File: config.mk
export PLATFORM = sky130hd
export DESIGN_NAME = atmos_light_ctrl
export DESIGN_NICKNAME = d
export VERILOG_FILES = /design/src/rtl/dehaze_pkg.sv /design/src/rtl/atmos_iir_filter.sv /design/src/rtl/atmos_light_ctrl.sv
export SDC_FILE = /design/constraint.sdc
export NUM_CORES = 1
export LEC_CHECK = 0
export ABC_AREA = 1
export CAP_MARGIN = 20
export CORE_MARGIN = 8
export CORE_UTILIZATION = 45
export DETAILED_ROUTE_END_ITERATION = 16
export GPL_ROUTABILITY_DRIVEN = 0
export PLACE_DENSITY = 0.68
export SLEW_MARGIN = 40
export SYNTH_ARGS = -nofsm -noshare
export SYNTH_HDL_FRONTEND = slang
export SYNTH_SLANG_ARGS = --single-unit
export TNS_END_PERCENT = 100
File: constraint.sdc
create_clock -name clk -period 6.4 [get_ports clk]
set_input_delay 0.96 -clock clk [delete_from_list [all_inputs] [get_ports clk]]
set_output_delay 0.96 -clock clk [all_outputs]
set_load 0.005 [all_outputs]
File: src/rtl/dehaze_pkg.sv
// Shared types and constants for the dehaze atmospheric-light path.
// Holds the frame FSM state enum, accumulator format and frame-size helper.
package dehaze_pkg;

    localparam int ACC_W  = 16;
    localparam int FRAC_W = 8;

    typedef enum logic [2:0] {
        IDLE,
        ACTIVE,
        LATCH,
        FILTER,
        PUBLISH
    } light_state_t;

    function automatic int unsigned pix_total(
        input logic [9:0] hdisp,
        input logic [9:0] vdisp
    );
        return int'(hdisp) * int'(vdisp);
    endfunction

    localparam int unsigned PIX_TOTAL = pix_total(10'd800, 10'd600);

endpackage

File: src/rtl/atmos_iir_filter.sv
// Temporal IIR smoother for the airlight estimate, Q8.8 accumulator.
// Ports: clk, rst_n, seed/update strobes, cur, shift, a_min, a_max -> acc, result.
module atmos_iir_filter
    import dehaze_pkg::*;
(
    input  logic             clk,
    input  logic             rst_n,
    input  logic             seed,
    input  logic             update,
    input  logic [7:0]       cur,
    input  logic [2:0]       shift,
    input  logic [7:0]       a_min,
    input  logic [7:0]       a_max,
    output logic [ACC_W-1:0] acc,
    output logic [7:0]       result
);

    logic signed [ACC_W:0] diff;
    logic signed [ACC_W:0] step;
    logic signed [ACC_W:0] sum;
    logic [8:0]            rnd;
    logic [7:0]            sat;

    always_comb begin
        diff = signed'({1'b0, cur, {FRAC_W{1'b0}}}) - signed'({1'b0, acc});
        step = diff >>> shift;
        // The step never overshoots the target, so the sum stays in range.
        sum  = signed'({1'b0, acc}) + step;
    end

    always_ff @(posedge clk or negedge rst_n) begin
        if (!rst_n) begin
            acc <= '0;
        end else if (seed) begin
            acc <= {cur, {FRAC_W{1'b0}}};
        end else if (update) begin
            acc <= sum[ACC_W-1:0];
        end
    end

    always_comb begin
        // Round half up on the fraction MSB, saturate, then clamp.
        rnd = {1'b0, acc[ACC_W-1:FRAC_W]} + 9'(acc[FRAC_W-1]);
        sat = rnd[8] ? 8'hFF : rnd[7:0];
        if (sat < a_min) begin
            result = a_min;
        end else if (sat > a_max) begin
            result = a_max;
        end else begin
            result = sat;
        end
    end

endmodule

File: src/rtl/atmos_light_ctrl.sv
// Frame-level controller: checks pixel count, latches, smooths and publishes airlight.
// Ports: vsync/clken/est_* in, cfg_* in, a_valid/a_ack handshake, frame_err/a_drop pulses, frame_cnt.
module atmos_light_ctrl
    import dehaze_pkg::*;
#(
    parameter logic [9:0] IMG_HDISP = 10'd800,
    parameter logic [9:0] IMG_VDISP = 10'd600,
    parameter int         PIX_W     = 20
) (
    input  logic        clk,
    input  logic        rst_n,
    input  logic        per_frame_vsync,
    input  logic        per_frame_clken,
    input  logic [7:0]  est_light,
    input  logic [9:0]  est_pos_x,
    input  logic [9:0]  est_pos_y,
    input  logic        cfg_enable,
    input  logic        cfg_freeze,
    input  logic [2:0]  cfg_shift,
    input  logic [7:0]  cfg_a_min,
    input  logic [7:0]  cfg_a_max,
    output logic        a_valid,
    input  logic        a_ack,
    output logic [7:0]  a_value,
    output logic [9:0]  a_pos_x,
    output logic [9:0]  a_pos_y,
    output logic        frame_err,
    output logic        a_drop,
    output logic [15:0] frame_cnt
);

    localparam logic [PIX_W-1:0] FRAME_PIX =
        PIX_W'(pix_total(IMG_HDISP, IMG_VDISP));

    light_state_t     state;
    light_state_t     state_nxt;
    logic             vsync_r;
    logic             rise;
    logic             fall;
    logic [PIX_W-1:0] pix_cnt;
    logic             pix_bad;
    logic             seeded;
    logic [7:0]       lat_light;
    logic [9:0]       lat_x;
    logic [9:0]       lat_y;
    logic             filt_en;
    logic             pub_en;
    logic [ACC_W-1:0] acc;
    logic [7:0]       result;

    assign rise    = per_frame_vsync & ~vsync_r;
    assign fall    = ~per_frame_vsync & vsync_r;
    assign pix_bad = (pix_cnt != FRAME_PIX);
    assign filt_en = (state == FILTER);
    assign pub_en  = (state == PUBLISH);

    always_comb begin
        state_nxt = state;
        unique case (state)
            IDLE:    if (fall && cfg_enable) state_nxt = ACTIVE;
            ACTIVE:  if (rise) state_nxt = LATCH;
            LATCH:   state_nxt = (pix_bad || cfg_freeze) ? IDLE : FILTER;
            FILTER:  state_nxt = PUBLISH;
            PUBLISH: state_nxt = IDLE;
            default: state_nxt = IDLE;
        endcase
        if (!cfg_enable) state_nxt = IDLE;
    end

    always_ff @(posedge clk or negedge rst_n) begin
        if (!rst_n) begin
            state   <= IDLE;
            vsync_r <= 1'b0;
        end else begin
            state   <= state_nxt;
            vsync_r <= per_frame_vsync;
        end
    end

    always_ff @(posedge clk or negedge rst_n) begin
        if (!rst_n) begin
            pix_cnt <= '0;
        end else if (state == IDLE) begin
            pix_cnt <= '0;
        end else if (state == ACTIVE && per_frame_clken &&
                     !per_frame_vsync && !(&pix_cnt)) begin
            pix_cnt <= pix_cnt + PIX_W'(1);
        end
    end

    always_ff @(posedge clk or negedge rst_n) begin
        if (!rst_n) begin
            lat_light <= '0;
            lat_x     <= '0;
            lat_y     <= '0;
        end else if (state == LATCH) begin
            lat_light <= est_light;
            lat_x     <= est_pos_x;
            lat_y     <= est_pos_y;
        end
    end

    always_ff @(posedge clk or negedge rst_n) begin
        if (!rst_n) begin
            seeded <= 1'b0;
        end else if (!cfg_enable) begin
            seeded <= 1'b0;
        end else if (filt_en) begin
            seeded <= 1'b1;
        end
    end

    atmos_iir_filter u_iir (
        .clk    (clk),
        .rst_n  (rst_n),
        .seed   (filt_en & ~seeded),
        .update (filt_en & seeded),
        .cur    (lat_light),
        .shift  (cfg_shift),
        .a_min  (cfg_a_min),
        .a_max  (cfg_a_max),
        .acc    (acc),
        .result (result)
    );

    always_ff @(posedge clk or negedge rst_n) begin
        if (!rst_n) begin
            a_valid   <= 1'b0;
            a_value   <= '0;
            a_pos_x   <= '0;
            a_pos_y   <= '0;
            frame_err <= 1'b0;
            a_drop    <= 1'b0;
            frame_cnt <= '0;
        end else begin
            frame_err <= (state == LATCH) && pix_bad;
            // An ack alongside PUBLISH retires the old value, so no drop.
            a_drop    <= pub_en && a_valid && !a_ack;
            if (pub_en) begin
                a_valid   <= 1'b1;
                a_value   <= result;
                a_pos_x   <= lat_x;
                a_pos_y   <= lat_y;
                frame_cnt <= frame_cnt + 16'd1;
            end else if (a_valid && a_ack) begin
                a_valid   <= 1'b0;
            end
        end
    end

endmodule
== After elaboration in Yosys (flattened, before gate mapping) ==
Cells that the tools add are included.
Widths: inputs -> output; s select.

* Output and inout port bits: 47
* Flip-flop bits (word level): 116
* Bits of input ports: 54
* Logic and storage cells: 72

* Mux-type cells: 16
* $add $sub $neg: 5
* Equality and inequality tests: 8
* Order comparisons: 2
* Reduce and logical (&&, ||, !) cells: 18
* Shift operators: 1
* Bitwise logic cells: 7

{| class="wikitable"
|+ Operators with widths
! cell !! count
|-
| $mux 20 || 2
|-
| $mux 16 || 2
|-
| $mux 8 || 3
|-
| $add 20x1->20 const B || 1
|-
| $ne 20x19->1 const B || 1
|-
| $reduce_and 20->1 || 1
|-
| $sshr 17x3->16 || 1
|-
| $sub 16x16->17 || 1
|-
| $add 16x1->16 const B || 1
|-
| $add 16x16->16 || 1
|-
| $pmux 3 s4 || 1
|-
| $add 8x1->9 || 1
|-
| $mux 3 || 3
|-
| $gt 8x8->1 || 1
|-
| $logic_and 1x1->1 || 8
|-
| $lt 8x8->1 || 1
|-
| $eq 3x2->1 const B || 2
|-
| $ne 3x3->1 const B || 2
|-
| $reduce_bool 2->1 || 3
|-
| $and 1x1->1 || 4
|-
| $mux 1 || 4
|-
| $eq 3x1->1 const B || 1
|-
| $eq 3x3->1 const B || 1
|-
| $logic_not 1->1 || 3
|-
| other kinds (6) || 8
|}

== Logic depth before layout (Yosys ltp) ==
* Depth in word-level cells: 6
* Gate-level depth with buffers: 26
* Mapped depth without buffers: 26

== By module ==
A second synthesis with hierarchy kept.

* Cells, all modules: 1,042
* Area, all modules: 7,768.7 sq um

{| class="wikitable"
|+ By module, submodules not included
! module !! seq. area each (sq um) !! times used !! area each (sq um) !! cells each
|-
| atmos_light_ctrl || 2,502.4 || 1 || 4,648.2 || 531
|-
| atmos_iir_filter || 400.4 || 1 || 3,120.5 || 511
|}

== Least setup slack after synthesis ==
OpenSTA, ideal clock, no wires.

* Kind: in2reg
* Start: in cfg_shift[0]
* End: reg u_iir.acc[12]
* Path slack: 2.895 ns
* Required time: 6.276 ns
* Buffers on the path: 1
* Data arrival time: 3.382 ns
* Stages: 17
* Path through: clkinv_1 -> clkbuf_1 -> o21ai_0 -> o21ai_0 -> o21ai_0 -> ha_1 -> inv_1 -> fa_1 -> o21ai_1 -> a21oi_1 -> o21ai_1 -> nand3_1 -> nand2_1 -> nand3_1 -> nand2_1 -> xor2_1 -> o21bai_1

* Longest elaborated chain between the ends: 4

{| class="wikitable"
|+ RTL lines
! element !! RTL line !! text
|-
| from (decl) || atmos_light_ctrl.sv:19 || <nowiki>input logic [2:0] cfg_shift,</nowiki>
|-
| $sshr 17x3->16 || atmos_iir_filter.sv:26 || <nowiki>step = diff >>> shift;</nowiki>
|-
| $add 16x16->16 || atmos_iir_filter.sv:28 || <nowiki>sum = signed'({1'b0, acc}) + step;</nowiki>
|-
| $mux 16 || atmos_iir_filter.sv:36 || <nowiki>end else if (update) begin</nowiki>
|-
| $mux 16 || atmos_iir_filter.sv:34 || <nowiki>end else if (seed) begin</nowiki>
|-
| to (signal assigned) || atmos_iir_filter.sv:35 || <nowiki>acc <= {cur, {FRAC_W{1'b0}}};</nowiki>
|-
| to (signal assigned) || atmos_iir_filter.sv:37 || <nowiki>acc <= sum[ACC_W-1:0];</nowiki>
|-
| to (decl) || atmos_iir_filter.sv:14 || <nowiki>output logic [ACC_W-1:0] acc,</nowiki>
|}

No other way between the ends. The select of a mux whose other input is x is not followed.
A chain may end at the register's enable or synchronous reset.

== Final worst setup path ==
Ends and elaborated chain as after synthesis.

==> results.json <==
{
  "routed_wl_um": 19400,
  "synth.cell_area_um2": 7410,
  "post_cts_resized": 0,
  "root_buffer": "sky130_fd_sc_hd__clkbuf_16",
  "ir_worst_vdd_uv": 263,
  "critPathRequiredTime_ps": 6690,
  "n_antenna_cell": 0,
  "ant_nets": 0,
  "io-pin-count": 101,
  "clkLatencyLatePin_ps": 410,
  "grt_max_degree": 81,
  "dpl_cell_area_um2": 8640,
  "vias": 6840,
  "cell_internal_pwr_mw": 2.56,
  "final_cell_area_um2": 9290,
  "totalPowerFinal_mw": 4.40,
  "worstHoldPathType": "reg -> reg",
  "post_drt_via_cell_ratio": 5.15,
  "finish.utilization": 0.568,
  "total_track_usage": 0.196,
  "pwr_density_cell_nw_per_um2": 473,
  "clock_tree_from_tritoncts": "yes",
  "maxSlewViolCount": 0,
  "flow.area_growth_from_synthesis_pct": 25.4,
  "power.clock.fraction": 0.235,
  "cts_buffer_depth": 2,
  "cp_slowest_stage_delay_ps": 740,
  "netlist.top_cell.by_area": "sky130_fd_sc_hd__dfrtp_1",
  "maximum_frequency_from_static_timing_analysis_mhz": 221,
  "maxCapViolations": 0,
  "hpwl_um": 14500,
  "core_region_area_um2": 16300,
  "cp_num_buf_inv": 3,
  "fraction_of_registers_with_async_set_or_reset_after_synthesis": 1.00,
  "detailedPlace.worstSlack_ps": 1560,
  "cp-start-kind": "input pin",
  "yosysSeqAreaShare": 0.392,
  "cts_htree_levels": 4,
  "drtPass1Iterations": 5,
  "synth_ff_type": "sky130_fd_sc_hd__dfrtp_1",
  "setup_total_negative_slack_ps": 0,
  "post-route-drc-count": 0,
  "clock_sink_count": 116,
  "synth_nets": 1096,
  "clock_pin_slew_worst_setup_and_hold_paths_ps": 60,
  "wire_length_of_the_first_global_routing_pass_um": 32300,
  "period_minus_slack_ps": 4520,
  "rsz0062_at_grt": "false",
  "timing.max_slew.rel_slack": 0.508,
  "cts_setup_buffers": 0,
  "dieArea_um2": 20800,
  "first_iter_violations": 444,
  "die_w_um": 144,
  "timing.final.setup_violations": 0,
  "gate_count_after_technology_mapping": 995,
  "post_cts_hold_buffer_count": 0,
  "p_seq_frac": 0.260,
  "post_synth.cell_area_avg_um2": 7.45,
  "antenna_found_initial": 0,
  "final_worst_path_setup_slack_ps": 1880,
  "wl_per_instance_um": 14.6,
  "cellLeakagePower_nw": 4.43,
  "final_common_cell": "sky130_fd_sc_hd__nand2_1",
  "criticalPathCategory": "in -> reg",
  "hold_viol": 0,
  "timing.critical_path.arrival_ps": 4810,
  "post_synth_num_cell_types": 45,
  "cts-buffers-inserted": 17,
  "grt-ovfl-total": 0,
  "place.port_buffers": 100,
  "outcome": "complete, no violations",
  "final_nets": 1197,
  "synth.ff_latch_count": 116,
  "highest_net_fanout_along_the_worst_path": 19,
  "netlist_top_cells_area": "sky130_fd_sc_hd__dfrtp_1 (39%), sky130_fd_sc_hd__nand2_1 (14%), sky130_fd_sc_hd__ha_1 (7.8%), sky130_fd_sc_hd__o21ai_0 (6.8%), sky130_fd_sc_hd__inv_1 (6.6%)",
  "critPathCaptureType": "flip-flop",
  "netSwitchingFraction": 0.419,
  "vias_in_the_first_global_route": 6635,
  "tightestPinTransition_ps": 736,
  "synth-edff-count": 0,
  "final_cycle_share": 0.706,
  "cp_cell_sequence": "clkdlybuf4s50_1, clkinv_1, o21ai_0, o21ai_0, o21ai_0, ha_1, inv_1, fa_1, o21ai_1, a21oi_1, o21ai_1, nand3_1, nand2_1, nand3_1, nand2_1, xor2_1, o21bai_1",
  "ys_warn_count": 0,
  "p_sw_mw": 1.84,
  "critPathMostFrequentCell": "sky130_fd_sc_hd__o21ai_0",
  "fin_worst_skew_ps": 6.83,
  "die-height_um": 144,
  "fp-row-count": 47,
  "synth_largest_type_area_fraction": 0.392,
  "gate_power_share": 0.505,
  "critical-path-slowest-cell": "sky130_fd_sc_hd__clkdlybuf4s50_1",
  "post_route_cells_drive_above_1_share": 0.0595,
  "initial_utilization": 0.453,
  "most_frequent_cells_in_the_layout": "sky130_fd_sc_hd__nand2_1 (283), sky130_fd_sc_hd__inv_1 (130), sky130_fd_sc_hd__dfrtp_1 (116)",
  "timing.critical_path.max_delay_family": "compound AO/OA/AOI/OAI gates"
}
==> path summary, 6_finish.rpt <==
kind	start	end	slack, ps	cells after the start
max	cfg_shift[0]	u_iir.acc[12]	1880	17
min	frame_cnt[15]	frame_cnt[15]	460	1
max reg2reg	u_iir.acc[9]	u_iir.acc[15]	2510	22
min reg2reg	frame_cnt[15]	frame_cnt[15]	460	1
max in group asynchronous	rst_n	u_iir.acc[4]	4810	2
min in group asynchronous	rst_n	frame_cnt[15]	510	1
==> worst reg2reg max path: cells and delay by family (launching register included) <==
| family | cells | cell delay [ps] |
|---|---|---|
| AND/OR/NAND/NOR | 10 | 990 |
| flip-flops | 1 | 450 |
| adder cells (fa/ha/maj) | 2 | 790 |
| buffers and inverters | 2 | 150 |
| AO/OA/AOI/OAI | 7 | 1250 |
| XOR/XNOR | 1 | 160 |
==> synth_stat cells (all sizes together) (5+ instances only) <==
library cell	number
dfrtp	116
nand3	75
ha	46
o211ai	7
xnor2	6
xor2	25
inv	134
o31ai	6
nor2	48
o21ai	105
a21oi	44
nor3	27
nor4	5
nand2	288
nand4	15
clkbuf	18
==> power by group through the flow <==
stage,registers [mW],logic (mW),clock network [mW]
final,1.14,2.22,1.04
after CTS,1.14,2.22,1.05
after detailed placement,1.15,2.20,0
after floorplan,1.12,1.54,0
after global placement,1.14,2.18,0
after global routing,1.17,2.57,1.09
==> registers in the layout, indices dropped and copies added, names as in the netlist, 3 cells and up <==
register,flops
a_pos_x,10
pix_cnt,20
u_iir.acc,16
frame_cnt,16
a_value,8
lat_light,8
a_pos_y,10
lat_x,10
state,3
lat_y,10
==> layer usage <==
metal	part of all wire	vias to the layer above	track usage
li1	-	3472	-
met5	0	-	0
met3	0.061	23	0.0419
met4	0.014	0	0.0630
met2	0.47	193	0.313
met1	0.45	3152	0.259
==> area by class of cell <==
type / instances / area (um^2)
clock inverters: 11 / 171
inverters: 135 / 507
fillers: 1568 / 7060
clock buffers: 21 / 480
repair buffers: 103 / 1020
well taps: 220 / 275
multi-input cells: 723 / 3930
flip-flops and latches: 116 / 2900
==> metrics by stage <==
step / cells / hold slack, ps
floorplan: 995 / 434
global placement: 1297 / 453
detailed placement: 1297 / 457
CTS: 1329 / 469
global route: 1329 / 495
finish: 1329 / 461
==> logic make-up after synthesis <==
kind of cell / synth area share
AO/OA/AOI/OAI: 0.133
buffers and inverters: 0.0793
XOR/XNOR: 0.0366
flip-flops: 0.392
AND/OR/NAND/NOR: 0.279
adder cells (fa/ha/maj): 0.0804
(Power assumes the default switching activity.)
